## config.mk

```make
export PLATFORM = sky130hd
export DESIGN_NAME = multi_clock_divider
export DESIGN_NICKNAME = d
export VERILOG_FILES = /design/src/rtl/multi_clock_divider.sv
export SDC_FILE = /design/constraint.sdc
export NUM_CORES = 1
export LEC_CHECK = 0
export ABC_AREA = 1
export CORE_ASPECT_RATIO = 1.25
export CORE_UTILIZATION = 60
export CTS_CLUSTER_SIZE = 40
export DETAILED_ROUTE_END_ITERATION = 10
export HOLD_SLACK_MARGIN = 0.12
export PLACE_DENSITY_LB_ADDON = 0.05
export SLEW_MARGIN = 20
export SYNTH_ARGS = -nofsm -noshare
export SYNTH_HDL_FRONTEND = slang
export SYNTH_SLANG_ARGS = --single-unit
```

## constraint.sdc

```tcl
create_clock -name clk -period 2.6 [get_ports clk]
set_clock_uncertainty 0.2 [all_clocks]
set_input_delay 0.52 -clock clk [delete_from_list [all_inputs] [get_ports clk]]
set_output_delay 0.52 -clock clk [all_outputs]
set_load 0.005 [all_outputs]
```

## src/rtl/multi_clock_divider.sv

```systemverilog
`default_nettype none
// +----------------------------------------------------------------------------+
// | Module      : multi_clock_divider                                          |
// | Description : Multi-channel runtime-programmable clock/tick generator.     |
// |               Each channel divides clk by a written divisor and emits      |
// |               either a 50% square wave (toggle) or a one-cycle strobe      |
// |               (pulse), plus a terminal-count tick in both modes.           |
// | Revision    : 1.0 - initial release                                        |
// +----------------------------------------------------------------------------+
module multi_clock_divider #(
  parameter int  NUM_CH      = 4,
  parameter int  CNT_W       = 30,
  parameter int  DEFAULT_DIV = 1,
  localparam int CH_W        = (NUM_CH > 1) ? $clog2(NUM_CH) : 1
) (
  input  logic              clk,
  input  logic              rst_n,
  input  logic [NUM_CH-1:0] en,
  input  logic [NUM_CH-1:0] mode,
  input  logic              div_wr,
  input  logic [CH_W-1:0]   div_ch,
  input  logic [CNT_W-1:0]  div_val,
  output logic [NUM_CH-1:0] sclk,
  output logic [NUM_CH-1:0] tick,
  output logic              div_err
);

  localparam logic [CNT_W-1:0] c_DEFAULT = CNT_W'(DEFAULT_DIV);
  localparam logic [CNT_W-1:0] c_ONE     = CNT_W'(1);
  localparam logic [CH_W:0]    c_NUM_CH  = (CH_W + 1)'(NUM_CH);

  logic w_wr_ok;
  logic r_div_err;

  // A write is honoured only for a non-zero divisor aimed at an existing channel.
  assign w_wr_ok = div_wr && (div_val != '0) && ({1'b0, div_ch} < c_NUM_CH);
  assign div_err = r_div_err;

  // Flag every rejected write for exactly one cycle.
  always_ff @(posedge clk or negedge rst_n) begin
    if (!rst_n) begin
      r_div_err <= 1'b0;
    end else begin
      r_div_err <= div_wr && !w_wr_ok;
    end
  end

  for (genvar i = 0; i < NUM_CH; i++) begin : g_ch
    logic [CNT_W-1:0] r_count;
    logic [CNT_W-1:0] r_div_act;
    logic [CNT_W-1:0] r_div_shd;
    logic             r_sclk;
    logic             r_tick;
    logic             w_hit;
    logic             w_term;
    logic [CNT_W-1:0] w_next_div;

    assign w_hit      = w_wr_ok && (div_ch == CH_W'(i));
    // A write landing on a reload point goes straight into the active divisor.
    assign w_next_div = w_hit ? div_val : r_div_shd;
    assign w_term     = (r_count == (r_div_act - c_ONE));

    assign sclk[i] = r_sclk;
    assign tick[i] = r_tick;

    // Shadow divisor: holds the most recent accepted write for this channel.
    always_ff @(posedge clk or negedge rst_n) begin
      if (!rst_n) begin
        r_div_shd <= c_DEFAULT;
      end else if (w_hit) begin
        r_div_shd <= div_val;
      end
    end

    // Counter, outputs and active divisor; the divisor only reloads at period end.
    always_ff @(posedge clk or negedge rst_n) begin
      if (!rst_n) begin
        r_count   <= '0;
        r_div_act <= c_DEFAULT;
        r_sclk    <= 1'b0;
        r_tick    <= 1'b0;
      end else if (!en[i]) begin
        r_count   <= '0;
        r_div_act <= w_next_div;
        r_sclk    <= 1'b0;
        r_tick    <= 1'b0;
      end else if (w_term) begin
        r_count   <= '0;
        r_div_act <= w_next_div;
        r_tick    <= 1'b1;
        r_sclk    <= mode[i] ? 1'b1 : ~r_sclk;
      end else begin
        r_count <= r_count + c_ONE;
        r_tick  <= 1'b0;
        if (mode[i]) begin
          r_sclk <= 1'b0;
        end
      end
    end
  end : g_ch

endmodule
`default_nettype wire
```

### Word-level counts from Yosys, hierarchy flattened

Index checks and enable logic that the tools add are counted.

* bits in registers: 369
* bits of input ports: 43
* output and inout port bits: 9
* logic and storage cells: 101

* add/sub/neg operators: 8
* eq/ne operators: 15
* mux-type cells: 44
* bitwise gates (word level): 4
* reductions and logical operators: 9

Operators with widths (count)
* 30-bit 2-to-1 mux: 20
* 30-bit by 1-bit adder with 30-bit output, second input constant: 4
* 30-bit == test: 4
* 30-bit by 1-bit subtractor with 30-bit output, second input constant: 4
* 30-bit nonzero test: 1
* 1-bit 2-to-1 mux: 24
* 3-bit by 1-bit != test with 1-bit output, second input constant: 4
* 2-bit by 1-bit != test with 1-bit output, second input constant: 4
* 1-bit logical AND: 6
* 2-bit == test, second input constant: 2
* 1-bit NOT: 4
* 2-bit by 1-bit == test with 1-bit output, second input constant: 1
* 2-bit logical NOT: 1
* 1-bit logical NOT: 1

### Logic depth before layout (Yosys ltp)

Gate-level depths: netlist of the first run.

* word-level depth: 6
* gate-level depth with buffers: 18
* mapped depth without buffers: 16

### Least setup slack after synthesis of the first run

No wires, ideal clock.

* path kind: reg2reg
* from: register g_ch[1].r_div_act[0]
* to: register g_ch[1].r_count[18]
* library setup time: 121 ps
* arrival: 2114 ps
* data required time: 2279 ps
* slack: 165 ps
* cell stages (with the launch flop): 16
* clock period less this slack: 2435 ps
* cell sequence: dfstp_2 > inv_1 > ha_1 > nand2_1 > nor2_1 > nand2_1 > nor2_2 > nand3_1 > xor2_1 > nand2_1 > nor2_2 > nand3_2 > nand2_2 > buf_6 > buf_4 > nor2_1

* word-level cells in the longest chain between the ends: 4

Ends and longest elaborated chain
* start: declaration: line 50 `logic [CNT_W-1:0] r_div_act;`
* start signal: assignment: line 79 `r_div_act <= c_DEFAULT;`
* start signal: assignment: line 84 `r_div_act <= w_next_div;`
* start signal: assignment: line 89 `r_div_act <= w_next_div;`
* 30-bit by 1-bit subtractor with 30-bit output: line 61 `assign w_term = (r_count == (r_div_act - c_ONE));`
* 30-bit == test: line 61
* 30-bit 2-to-1 mux: line 87 `end else if (w_term) begin`
* 30-bit 2-to-1 mux: line 82 `end else if (!en[i]) begin`
* end signal: assignment: line 93 `r_count <= r_count + c_ONE;`
* end: declaration: line 49 `logic [CNT_W-1:0] r_count;`

No other way between the ends.
A chain may end at the register's enable or synchronous reset.

### Worst setup path in the final report of the first run

* from: register g_ch[2].r_div_act[1]
* to: register g_ch[2].r_div_act[8]

* word-level cells in the longest chain between the ends: 3

Ends and longest elaborated chain (line)
* start: declaration: 50
* start signal: assignment: 79
* start signal: assignment: 84
* start signal: assignment: 89
* 30-bit by 1-bit subtractor with 30-bit output: 61
* 30-bit == test: 61
* 2-bit by 1-bit != test with 1-bit output (no source line)

No other way between the ends.

==> results of run 1 <==
[final timing paths]
path	depth (start not counted)	startpoint	slack, ns	end
hold reg to reg	2	g_ch[2].r_div_shd[24]	0.30	g_ch[2].r_div_shd[24]
setup reg to reg	16	g_ch[2].r_div_act[1]	-0.13	g_ch[2].r_div_act[8]
max in group asynchronous	3	rst_n	1.12	g_ch[2].r_div_act[0]
setup / recovery	16	g_ch[2].r_div_act[1]	-0.13	g_ch[2].r_div_act[8]
min in group clk	2	g_ch[2].r_div_shd[24]	0.30	g_ch[2].r_div_shd[24]
hold / removal	2	rst_n	0.28	g_ch[2].r_count[6]
[cell families (layout without fill, tap and decap cells)]
logic type,Yosys count,after routing,share of synthesized area [%]
compound gates,178,178,4.26
xor+xnor,202,202,8.10
fa+ha+maj,8,8,0.458
buf+inv,417,679,7.85
flops,369,369,42.3
simple gates,1875,1876,37.0
[cells in the final DEF, fill, tap and decap left out, types with 5 or more instances in the layout]
cell type	n
buf_12	28
buf_4	180
buf_6	13
bufinv_16	6
clkbuf_16	53
clkdlybuf4s50_1	50
clkinv_1	5
clkinv_2	5
clkinvlp_4	5
dfrtp_1	349
dfrtp_2	12
dfstp_2	8
inv_1	292
inv_2	22
nand2_1	744
nand2_2	116
nand2_4	55
nand3_1	240
nand3_2	23
nand3_4	10
nand3b_1	20
nand4_1	86
nor2_1	370
nor2_2	80
nor2_4	39
nor3_1	44
nor4_1	29
o21ai_0	143
o21ai_1	10
o21bai_1	10
xnor2_1	63
xor2_1	134
[per-layer routing]
metal | vias up | part of all wire [%] | wire (um)
li1 | 10100 | - | -
met1 | 10200 | 39 | 26400
met2 | 856 | 49 | 33200
met3 | 254 | 5.4 | 3690
met4 | 0 | 7.0 | 4790
met5 | - | 0 | 0
[layout make-up]
cell class	instances	share of cell area (%)
Clock buffer	49	3.95
Clock inverter	22	1.07
Inverter	319	4.32
Multi-Input combinational cell	2264	44.3
Sequential cell	369	33.4
Tap cell	474	2.14
Timing Repair Buffer	289	10.8
[report_power, final]
group / total (W) / internal (W) / switching (W)
combinational: 0.00503 / 0.00204 / 0.00299
sequential: 0.00699 / 0.00637 / 0.000615
clock: 0.00607 / 0.00362 / 0.00245
[stage by stage]
step	power, W	hold WS (ns)
floorplan	0.00951	0.0244
global placement	0.0108	0.275
detailed placement	0.0110	0.284
CTS	0.0173	0.300
global route	0.0189	0.314
finish	0.0181	0.282
[state kept, by name, indices dropped and copies added, names as in the netlist]
signal / flops
div_err: 1
g_ch.r_count: 120
g_ch.r_div_act: 120
g_ch.r_div_shd: 120
g_ch.r_sclk: 4
g_ch.r_tick: 4
[repair_timing]
item	in CTS	in global routing
setup endpoints to repair	241	249
pin swaps	27	148
hold endpoints to repair	45	0
gates cloned	4	15
hold buffers	1	0
setup buffers	20	24
gates resized for setup	79	357
==> results_dict.tcl, run 1 <==
set metrics [dict create \
    dieArea_sq_um 37200 \
    die_h_um 215 \
    synth_top_area_share_pct 41.4 \
    ys_seq_area_share_pct 42.3 \
    ys_warn_count 0 \
    fin_setup_tns_ns -7.89 \
    io_pins 52 \
    n_fill_cell 2522 \
    dieWidth_um 173 \
    grt_max_degree 61 \
    drc_errors 0 \
    cap_viol_max_count 0 \
    grtUsageMet2_pct 60.3 \
    gp_congestion 0.987 \
    fin_util_pct 77.8 \
    hp-class "in2async" \
    root_buffer "clkbuf_16" \
    synth-edff-count 0 \
    grt.met1_usage_pct 42.8 \
    finish.net_count 3333 \
    grt_pass1_vias 20800 \
    crit_path_start_kind "flip-flop" \
    grt_use_total_pct 35.0 \
    min_period_ns 2.73 \
    coreArea_sq_um 35600 \
    yosys-top-cells-count "nand2_1, nor2_1, dfrtp_1, inv_1, nand3_1" \
    worstPathRequired_ns 2.88 \
    drv_slew 0 \
    grt_util_met3_pct 3.56 \
    clkSlewWorstSetupHoldPaths_ns 0.06 \
    leakagePower_nw 13.4 \
    synth.most_common_cell "nand2_1" \
    insertedDiodeCount 0 \
    placedCellCount 3656 \
    drive_above_1_share_pct 21.0 \
    grt_pass1_wl_um 104000 \
    synth_nets 3100 \
    overflow 0 \
    synth.distinct_cells 41 \
    wl_um 68100 \
    fmax_mhz 367 \
    slowest_stage "dfrtp_1" \
    synth_largest_area_cell "dfrtp_1" \
    setup_viol 172 \
    worst_slew_pin_slew_ns 0.636 \
    hpwl_um 45700 \
    start_util_pct 61.3 \
    fin_crit_sh_pct 105 \
    violations "setup timing" \
    port_buffers 51 \
    antenna_found_initial 0 \
    syn_area_sq_um 21800 \
    synth_cells 3049 \
    cts_tree "yes" \
    viasPerCell 5.65 \
    cp.buffers_inverters 5 \
    finalHoldViolations 0 \
    status "finished with violations" \
    worst-path-max-fanout 7 \
    async_flop_share_pct 100 \
    busiest_layer "met2" \
    ys.flop_type "dfrtp_1" \
    clock_path_buffers 3 \
    postLayoutCellArea_sq_um 27700 \
    layout.cells.non_filler 3786 \
    fin_ws_ns -0.127 \
    pre_cts_slack_ns -0.391 \
    clock_sinks 369 \
    p_per_area_nw_per_um2 653 \
    area_delta_synth_final_pct 26.9 \
    wl_per_cell_um 18.0 \
    dr.pass1.iters 6 \
    htree_levels 2 \
    irDropWorstVdd_mv 0.580 \
    crit_type "reg2reg" \
    ant_nets 0 \
    path_delay_family "simple AND/OR/NAND/NOR gates" \
    yosys_register_bits 369 \
    rsz0062_at_grt "yes" \
    slowest_delay_ns 0.39 \
    crit_chain "buf_6 > nor2_4 > nand2_4 > nor2_4 > xor2_2 > inv_1 > nor2_1 > nand3_1 > nor2_1 > buf_4 > nand3_4 > nand2_8 > buf_12 > clkbuf_16 > nand2_1 > nand2_1" \
    worst-endpoint-arrival_ns 3.01 \
    numCtsBuffers 39 \
    syn_avg_cell_area_sq_um 7.16 \
    multiInputGateArea_sq_um 12300 \
    max-slew-margin-rel_pct 57.2 \
    seqCellArea_sq_um 9260 \
    drtIter0Drc 1567 \
    vias 21400 \
    clk_latency_ns 0.55 \
    dpl_cell_area_sq_um 24100 \
    rows 77 \
    yosys-top-cells-area "dfrtp_1, nand2_1, nor2_1" \
    cp-end-kind "flip-flop" \
]
Power figures use the tool's default switching activity.
==> run 2: changes to the inputs <==
- CORE_UTILIZATION: 60 -> 50
==> results_dict.tcl, run 2 (synthesis results as in run 1) <==
set metrics [dict create \
    status "finished with violations" \
    violations "setup timing" \
    cap_viol_max_count 0 \
    worst-endpoint-arrival_ns 3.00 \
    placedCellCount 3788 \
    clock_path_buffers 3 \
    leakagePower_nw 13.7 \
    coreArea_sq_um 43100 \
    root_buffer "clkbuf_16" \
    grt_use_total_pct 30.6 \
    fin_crit_sh_pct 103 \
    grt_max_degree 77 \
    dieWidth_um 189 \
    cts_tree "yes" \
    grt_pass1_vias 20400 \
    fin_setup_tns_ns -5.31 \
    viasPerCell 5.31 \
    r2r_cells 16 \
    grt_pass1_wl_um 108000 \
    wl_per_cell_um 17.7 \
    worstPathRequired_ns 2.91 \
    irDropWorstVdd_mv 0.532 \
    gp_congestion 0.954 \
    max-slew-margin-rel_pct 53.8 \
    antenna_found_initial 0 \
    die_h_um 236 \
    dr.pass1.iters 6 \
    crit_type "reg2reg" \
    min_period_ns 2.68 \
    r2r-start "g_ch[2].r_div_act[1]" \
    start_util_pct 50.7 \
    n_fill_cell 3688 \
    hold_slack_ns 0.261 \
    r2r_setup_slack_ns -0.08 \
    rr_endpoint "g_ch[2].r_div_act[8]" \
    setup_viol 111 \
    hp-class "in2async" \
    io_pins 52 \
    critPathLaunch "g_ch[2].r_div_act[1]" \
    crit_cells 16 \
    final_common_cell "nand2_1" \
    wl_um 69600 \
    hpwl_um 48300 \
    finish.net_count 3381 \
    finalHoldViolations 0 \
    layout.cells.non_filler 3927 \
    insertedDiodeCount 0 \
    cp.buffers_inverters 4 \
    port_buffers 51 \
    numCtsBuffers 40 \
    reg_top3 "g_ch.r_count: 120 flops, g_ch.r_div_act: 120 flops, g_ch.r_div_shd: 120 flops" \
    area_delta_synth_final_pct 31.2 \
    worst-path-max-fanout 7 \
    layout_common_cells "nand2_1, dfrtp_1, nor2_1" \
    clock_sinks 369 \
    drc_errors 0 \
    drive_above_1_share_pct 24.3 \
    p_per_area_nw_per_um2 639 \
    crit_path_start_kind "flip-flop" \
    cp-end-kind "flip-flop" \
    crit_chain "inv_2 > ha_4 > nand3_4 > nor2_4 > buf_6 > xor2_2 > nand2_1 > nor2_1 > nand2_1 > nor2_1 > buf_4 > nand3_4 > nand2_8 > clkbuf_16 > nand2_2 > nand2_1" \
    ant_nets 0 \
    clk_latency_ns 0.58 \
    drtIter0Drc 1175 \
    slowest_delay_ns 0.39 \
    fin_ws_ns -0.0840 \
    drv_slew 0 \
    vias 20900 \
    worst_slew_pin_slew_ns 0.691 \
    overflow 0 \
    rsz0062_at_grt "yes" \
    path_delay_family "simple AND/OR/NAND/NOR gates" \
    slowest_stage "dfrtp_1" \
    dieArea_sq_um 44500 \
    fin_util_pct 66.5 \
    crit_end "g_ch[2].r_div_act[8]" \
    cpMostUsedCell "nand2_1" \
    clkSlewWorstSetupHoldPaths_ns 0.06 \
    rows 85 \
    fmax_mhz 373 \
    htree_levels 2 \
]
[run 2: how the worst min path moves through the flow]
| stage | start | cells past startpoint | to | slack (ns) |
|---|---|---|---|---|
| after floorplan | rst_n | 0 | div_err | 0.02 |
| after global placement | rst_n | 1 | g_ch[2].r_div_act[4] | 0.26 |
| after detailed placement | rst_n | 1 | g_ch[2].r_div_act[4] | 0.27 |
| after CTS | rst_n | 2 | g_ch[2].r_div_shd[5] | 0.25 |
| after global routing | rst_n | 2 | g_ch[2].r_div_act[4] | 0.27 |
| final | rst_n | 2 | g_ch[2].r_div_act[4] | 0.26 |
[run 2: layout make-up]
| cell class | instances | area (sq um) | share of cell area [%] |
|---|---|---|---|
| Clock inverter | 16 | 230 | 0.804 |
| Multi-Input combinational cell | 2265 | 12700 | 44.2 |
| Sequential cell | 369 | 9260 | 32.3 |
| Clock buffer | 58 | 1170 | 4.08 |
| Inverter | 319 | 1200 | 4.19 |
| Tap cell | 565 | 707 | 2.47 |
| Timing Repair Buffer | 335 | 3420 | 12.0 |
[run 2: metal layers]
layer  GRT usage (%)  wire length (um)
met2            53.0             35000
met1            38.0             28300
met4            14.6              3780
met5               0                 0
met3            3.32              2480
[run 2: what timing repair did]
item | in CTS | in global routing
setup endpoints to repair | 241 | 248
endpoints found under the hold margin | 298 | 0
gates resized for setup | 129 | 430
hold buffers | 1 | 0
cloned | 9 | 15
pin swaps | 43 | 175
setup buffers | 25 | 24
[run 2: through the flow]
stage	power (W)	setup slack, ns	instance area (sq um)
3_3_place_gp	0.0110	-0.398	24500
5_1_grt	0.0193	-0.212	28700
6_report	0.0183	-0.0840	28700
3_5_place_dp	0.0111	-0.399	24500
4_1_cts	0.0176	-0.0581	26800
2_1_floorplan	0.00951	0.165	21800
[run 2: worst reg2reg max path: stages, from the launching register on]
cell	delay, ns
dfrtp_1	0.39
inv_2	0.08
ha_4	0.20
nand3_4	0.11
nor2_4	0.25
buf_6	0.14
xor2_2	0.15
nand2_1	0.07
nor2_1	0.09
nand2_1	0.06
nor2_1	0.08
buf_4	0.14
nand3_4	0.15
nand2_8	0.18
clkbuf_16	0.20
nand2_2	0.05
nand2_1	0.07
[run 2: power breakdown]
| group | leakage, nW | internal [W] | switching, W |
|---|---|---|---|
| sequential | 4.79 | 0.00637 | 0.000569 |
| combinational | 8.23 | 0.00218 | 0.00306 |
| clock | 0.686 | 0.00365 | 0.00249 |
